## src/rtl/bp_be_roll_queue.sv

```systemverilog
// Speculative-read FIFO between the fetch stream and the backend checker, with commit, rollback and clear.
// Optional same-cycle bypass from data_i to data_o is enabled by defining BP_BE_ROLL_QUEUE_BYPASS_EN.
module bp_be_roll_queue #(
   parameter int width_p   = 64,
   parameter int els_p     = 8,
   parameter int deq_els_p = 2
) (
   input  logic                           clk_i,
   input  logic                           reset_n_i,
   input  logic [width_p-1:0]             data_i,
   input  logic                           v_i,
   output logic                           ready_o,
   output logic [width_p-1:0]             data_o,
   output logic                           v_o,
   input  logic                           yumi_i,
   input  logic [$clog2(deq_els_p+1)-1:0] deq_cnt_i,
   input  logic                           roll_i,
   input  logic                           clr_i,
   output logic [$clog2(els_p+1)-1:0]     count_o,
   output logic                           error_o
);

   localparam int lg_els_lp = $clog2(els_p);
   localparam int ptr_w_lp  = lg_els_lp + 1;
   localparam int cnt_w_lp  = $clog2(els_p+1);

   logic [ptr_w_lp-1:0] wptr_r, rptr_r, cptr_r;
   logic [ptr_w_lp-1:0] wptr_n, rptr_n, cptr_n;
   logic [ptr_w_lp-1:0] occ, span, deq_ext;
   logic [width_p-1:0]  mem_r [els_p];
   logic                v_stored, enq_ok, yumi_ok, deq_ok;
   logic                err_enq, err_yumi, err_deq, error_r;

   // Pointers carry a wrap bit, so plain subtraction yields occupancy even across wrap.
   assign occ      = wptr_r - cptr_r;
   assign count_o  = cnt_w_lp'(occ);
   assign ready_o  = (occ != ptr_w_lp'(els_p));
   assign v_stored = (rptr_r != wptr_r);
   assign error_o  = error_r;

`ifdef BP_BE_ROLL_QUEUE_BYPASS_EN
   logic byp_v;
   assign byp_v  = ~v_stored & v_i & ready_o & ~clr_i & ~roll_i;
   assign v_o    = v_stored | byp_v;
   assign data_o = byp_v ? data_i : mem_r[rptr_r[lg_els_lp-1:0]];
`else
   assign v_o    = v_stored;
   assign data_o = mem_r[rptr_r[lg_els_lp-1:0]];
`endif

   assign enq_ok  = v_i & ready_o & ~clr_i;
   assign yumi_ok = yumi_i & v_o & ~roll_i & ~clr_i;
   // A commit may cover the entry being consumed in this same cycle.
   assign span    = (rptr_r + ptr_w_lp'(yumi_ok)) - cptr_r;
   assign deq_ext = ptr_w_lp'(deq_cnt_i);
   assign deq_ok  = ~clr_i & (deq_ext <= span);

   assign err_enq  = v_i & ~ready_o & ~clr_i;
   assign err_yumi = yumi_i & ~v_o & ~roll_i & ~clr_i;
   assign err_deq  = ~clr_i & (deq_ext > span);

   always_comb begin
      wptr_n = wptr_r;
      rptr_n = rptr_r;
      cptr_n = cptr_r;
      if (clr_i) begin
         rptr_n = wptr_r;
         cptr_n = wptr_r;
      end else begin
         wptr_n = wptr_r + ptr_w_lp'(enq_ok);
         cptr_n = deq_ok ? (cptr_r + deq_ext) : cptr_r;
         rptr_n = roll_i ? cptr_n : (rptr_r + ptr_w_lp'(yumi_ok));
      end
   end

   always_ff @(posedge clk_i or negedge reset_n_i) begin
      if (!reset_n_i) begin
         wptr_r  <= '0;
         rptr_r  <= '0;
         cptr_r  <= '0;
         error_r <= 1'b0;
      end else begin
         wptr_r  <= wptr_n;
         rptr_r  <= rptr_n;
         cptr_r  <= cptr_n;
         error_r <= error_r | err_enq | err_yumi | err_deq;
      end
   end

   // Storage is written even on bypass so a later rollback can replay the entry.
   always_ff @(posedge clk_i) begin
      if (enq_ok) mem_r[wptr_r[lg_els_lp-1:0]] <= data_i;
   end

endmodule
```

## config.mk

```make
export PLATFORM = sky130hd
export DESIGN_NAME = bp_be_roll_queue
export DESIGN_NICKNAME = d
export VERILOG_FILES = /design/src/rtl/bp_be_roll_queue.sv
export SDC_FILE = /design/constraint.sdc
export NUM_CORES = 1
export LEC_CHECK = 0
export CELL_PAD_IN_SITES_DETAIL_PLACEMENT = 1
export CELL_PAD_IN_SITES_GLOBAL_PLACEMENT = 1
export CORE_UTILIZATION = 52
export DETAILED_ROUTE_END_ITERATION = 16
export PLACE_DENSITY_LB_ADDON = 0.1
export SLEW_MARGIN = 40
export SYNTH_ARGS = -nofsm -noshare
export SYNTH_HDL_FRONTEND = slang
export SYNTH_SLANG_ARGS = --single-unit
export TNS_END_PERCENT = 20
```

## constraint.sdc

```tcl
create_clock -name clk_i -period 8.9 [get_ports clk_i]
set_input_delay 1.335 -clock clk_i [delete_from_list [all_inputs] [get_ports clk_i]]
set_output_delay 1.335 -clock clk_i [all_outputs]
set_load 0.01 [all_outputs]
```

==> results.toml <==
[run_status]
status = "finished, final reports clean"

[yosys]
syn_inst = 876
netlist_top_cells_count = "sky130_fd_sc_hd__edfxtp_1, sky130_fd_sc_hd__mux4_2, sky130_fd_sc_hd__mux2_2"
synth_largest_type_area_fraction_pct = 75.6
synth_enable_flop_cells = 512
post-synth-top-count-cell = "sky130_fd_sc_hd__edfxtp_1"
synthesis.area_per_instance_sq_um = 23.2
yosys-top-cells-area = "sky130_fd_sc_hd__edfxtp_1, sky130_fd_sc_hd__mux4_2, sky130_fd_sc_hd__mux2_2, sky130_fd_sc_hd__dfrtp_1, sky130_fd_sc_hd__ha_1"
synth.net_count = 965
yosysUniqueCellTypes = 40
synth-async-reset-ratio_pct = 2.48
synth-main-ff-cell = "sky130_fd_sc_hd__edfxtp_1"
synth_area_leader_cell = "sky130_fd_sc_hd__edfxtp_1"
yosys_warnings = 0
synth.cell_area_sq_um = 20300
synth-seq-cells = 525
proportion_of_synthesized_chip_area_in_sequential_cells_pct = 77.2

[sta]
clock_skew_ps = 20.3
timing.final.max_slew_violations = 0
layout_min_cycle_time_ps = 5170
timing.fmax_mhz = 193
unrepaired_setup_endpoints_after_global_routing = "false"
hold_violations = 0
hold-worst-slack_ps = 485
final_min_period_over_clock_period_pct = 58.1
setup_violating_endpoint_count_in_the_final_report = 0
slew_hr_pct = 51.6
tightestPinTransition_ps = 726
fin_setup_tns_ps = 0

[clock_tree]
worstSkewPairLatency_ps = 600
numCtsBuffers = 52
clk_transition_reported_paths_ps = 60
clk_root_buffer_cell = "sky130_fd_sc_hd__clkbuf_16"
ctsHoldBuffers = 0
clock_sinks = 525
cts_setup_buffers = 0
ctsLongestPathBuffers = 3
cts_htree_levels = 2
cts_tree = "built"
cts_resized = 0

[drt]
met2RoutedLength_um = 21100
avgViaCountPerCell = 5.72
dr_total_vias = 9191
post-route-drc-count = 0
antenna_left = 0
drt_first_pass_iters = 7
topRoutingLayerUsed = "met5"
detail_route.wirelength_um = 41400
met3_wirelength_um = 2710
average_wire_per_cell_in_the_routed_design_um = 25.8
wl_met1_um = 16800
drt_iter0_markers = 502

[critical_path]
internal_reg_to_reg_setup_slack_ps = 4240
cp_max_fo = 58
critPathRequiredTime_ps = 7570
timing.critical_path.to_type = "primary output"
cp.arrival_ps = 3840
path_class = "flip-flop to primary output"
cp-start-kind = "flip-flop"

[cells_and_area]
drive_above_1_share_pct = 26.9
nets = 1143
insertedDiodeCount = 0
area_growth_pct = 18.5

[hold_path]
hold_path.class = "flip-flop to flip-flop"

[grt]
overflow = 0
grt_start_max_net_pins = 59
grt_pass1_wl_um = 63000
grtUsageTotal_pct = 21.9
via_count_of_the_first_global_routing_pass = 10211
grt_antenna_before_repair = 5

[floorplanning]
fp.dieW_um = 200
starting_utilization_of_the_core_area_pct = 52.6
row_count = 72
area_of_the_core_region_sq_um = 38600
ios = 143
floorplan.die_area_sq_um = 39900
die_h_um = 200

[pwr]
p_leak_nw = 7.69
vdd_drop_max_uv = 246
power.density_cell_area_nw_per_um2 = 311

[placement]
gp_congestion = 0.786
placement.io_buffers = 142
dp.final_hpwl_um = 23200

[job]
timing.max_cap.violations = 0
==> layout by cell type, fill, tap and decap left out, types with 2 or more instances in the layout <==
| master | synthesis | layout |
|---|---|---|
| sky130_fd_sc_hd__edfxtp_1 | 512 | 512 |
| sky130_fd_sc_hd__clkdlybuf4s50_1 | 0 | 142 |
| sky130_fd_sc_hd__mux4_2 | 128 | 128 |
| sky130_fd_sc_hd__mux2_2 | 65 | 65 |
| sky130_fd_sc_hd__clkbuf_16 | 0 | 53 |
| sky130_fd_sc_hd__inv_1 | 20 | 20 |
| sky130_fd_sc_hd__clkinv_1 | 0 | 15 |
| sky130_fd_sc_hd__ha_1 | 14 | 14 |
| sky130_fd_sc_hd__nand2_1 | 12 | 12 |
| sky130_fd_sc_hd__clkbuf_1 | 15 | 10 |
| sky130_fd_sc_hd__dfrtp_1 | 13 | 10 |
| sky130_fd_sc_hd__xnor2_1 | 8 | 8 |
| sky130_fd_sc_hd__buf_4 | 1 | 8 |
| sky130_fd_sc_hd__o21ai_0 | 6 | 6 |
| sky130_fd_sc_hd__a21oi_1 | 6 | 6 |
| sky130_fd_sc_hd__nor2_4 | 0 | 6 |
| sky130_fd_sc_hd__clkinv_2 | 0 | 6 |
| sky130_fd_sc_hd__buf_6 | 0 | 6 |
| sky130_fd_sc_hd__nand3_1 | 5 | 5 |
| sky130_fd_sc_hd__mux2i_1 | 4 | 4 |
| sky130_fd_sc_hd__xor2_1 | 3 | 3 |
| sky130_fd_sc_hd__nor2b_1 | 3 | 3 |
| sky130_fd_sc_hd__nor2_1 | 9 | 3 |
| sky130_fd_sc_hd__nand4_1 | 3 | 3 |
| sky130_fd_sc_hd__fa_1 | 3 | 3 |
| sky130_fd_sc_hd__buf_8 | 0 | 3 |
| sky130_fd_sc_hd__buf_16 | 0 | 3 |
| sky130_fd_sc_hd__dfrtp_4 | 0 | 3 |
| sky130_fd_sc_hd__or3_1 | 2 | 2 |
| sky130_fd_sc_hd__o221ai_1 | 2 | 2 |
| sky130_fd_sc_hd__nor3_2 | 0 | 2 |
| sky130_fd_sc_hd__a21o_1 | 2 | 2 |
| sky130_fd_sc_hd__inv_6 | 0 | 2 |
==> area by class of cell <==
class	count	area, sq um
Sequential cell	525	15700
Fill cell	3123	14600
Multi-Input combinational cell	292	4450
Timing Repair Buffer	163	1700
Clock buffer	63	1360
Tap cell	518	648
Clock inverter	26	150
Inverter	20	75.1
==> sequential cells by signal, summed over array words and instances, names as in the netlist <==
name,count
cptr_r,4
error_o,1
mem_r,512
rptr_r,4
wptr_r,4
==> routing by layer <==
layer,vias up,GRT usage (%)
li1,4034,-
met2,230,36.1
met1,4855,29.3
met4,10,5.80
met3,62,5.68
met5,-,0
==> worst paths after layout <==
kind	endpoint	depth (start not counted)	from
max	data_o[44]	5	rptr_r[1]$_DFF_PN0_
min	error_o$_DFF_PN0_	1	error_o$_DFF_PN0_
max reg2reg	rptr_r[0]$_DFF_PN0_	16	rptr_r[0]$_DFF_PN0_
min reg2reg	error_o$_DFF_PN0_	1	error_o$_DFF_PN0_
max in group asynchronous	rptr_r[1]$_DFF_PN0_	1	reset_n_i
min in group asynchronous	cptr_r[0]$_DFF_PN0_	1	reset_n_i
==> stage by stage <==
step	instance area (sq um)	std cells	power, W	worst slack (ps)	util, %
after CTS	24100	1607	0.00762	3640	62.3
after global routing	24100	1607	0.00785	3510	62.3
after global placement	22400	1512	0.00554	3930	58.0
after detailed placement	22600	1518	0.00561	3840	58.4
after floorplan	20300	876	0.00459	2040	-
final	24100	1607	0.00749	3730	62.3
==> cell families after synthesis <==
group / synth area share [%]
AO/OA/AOI/OAI: 0.695
XOR/XNOR: 0.677
adder cells (fa/ha/maj): 1.16
buffers and inverters: 1.19
flip-flops: 77.2
multiplexers: 18.0
AND/OR/NAND/NOR: 1.03
==> report_power, final <==
part	switching (W)	internal, W
Clock	0.000873	0.00111
Sequential	0.000158	0.00295
Combinational	0.00108	0.00132
Total	0.00211	0.00538
==> critical path, stage by stage (launching register included) <==
cell                              delay, ps
sky130_fd_sc_hd__dfrtp_4                740
sky130_fd_sc_hd__buf_4                  640
sky130_fd_sc_hd__buf_6                  590
sky130_fd_sc_hd__mux4_2                 420
sky130_fd_sc_hd__mux2_2                 280
sky130_fd_sc_hd__clkdlybuf4s50_1        520
Power figures use the tool's default switching activity.
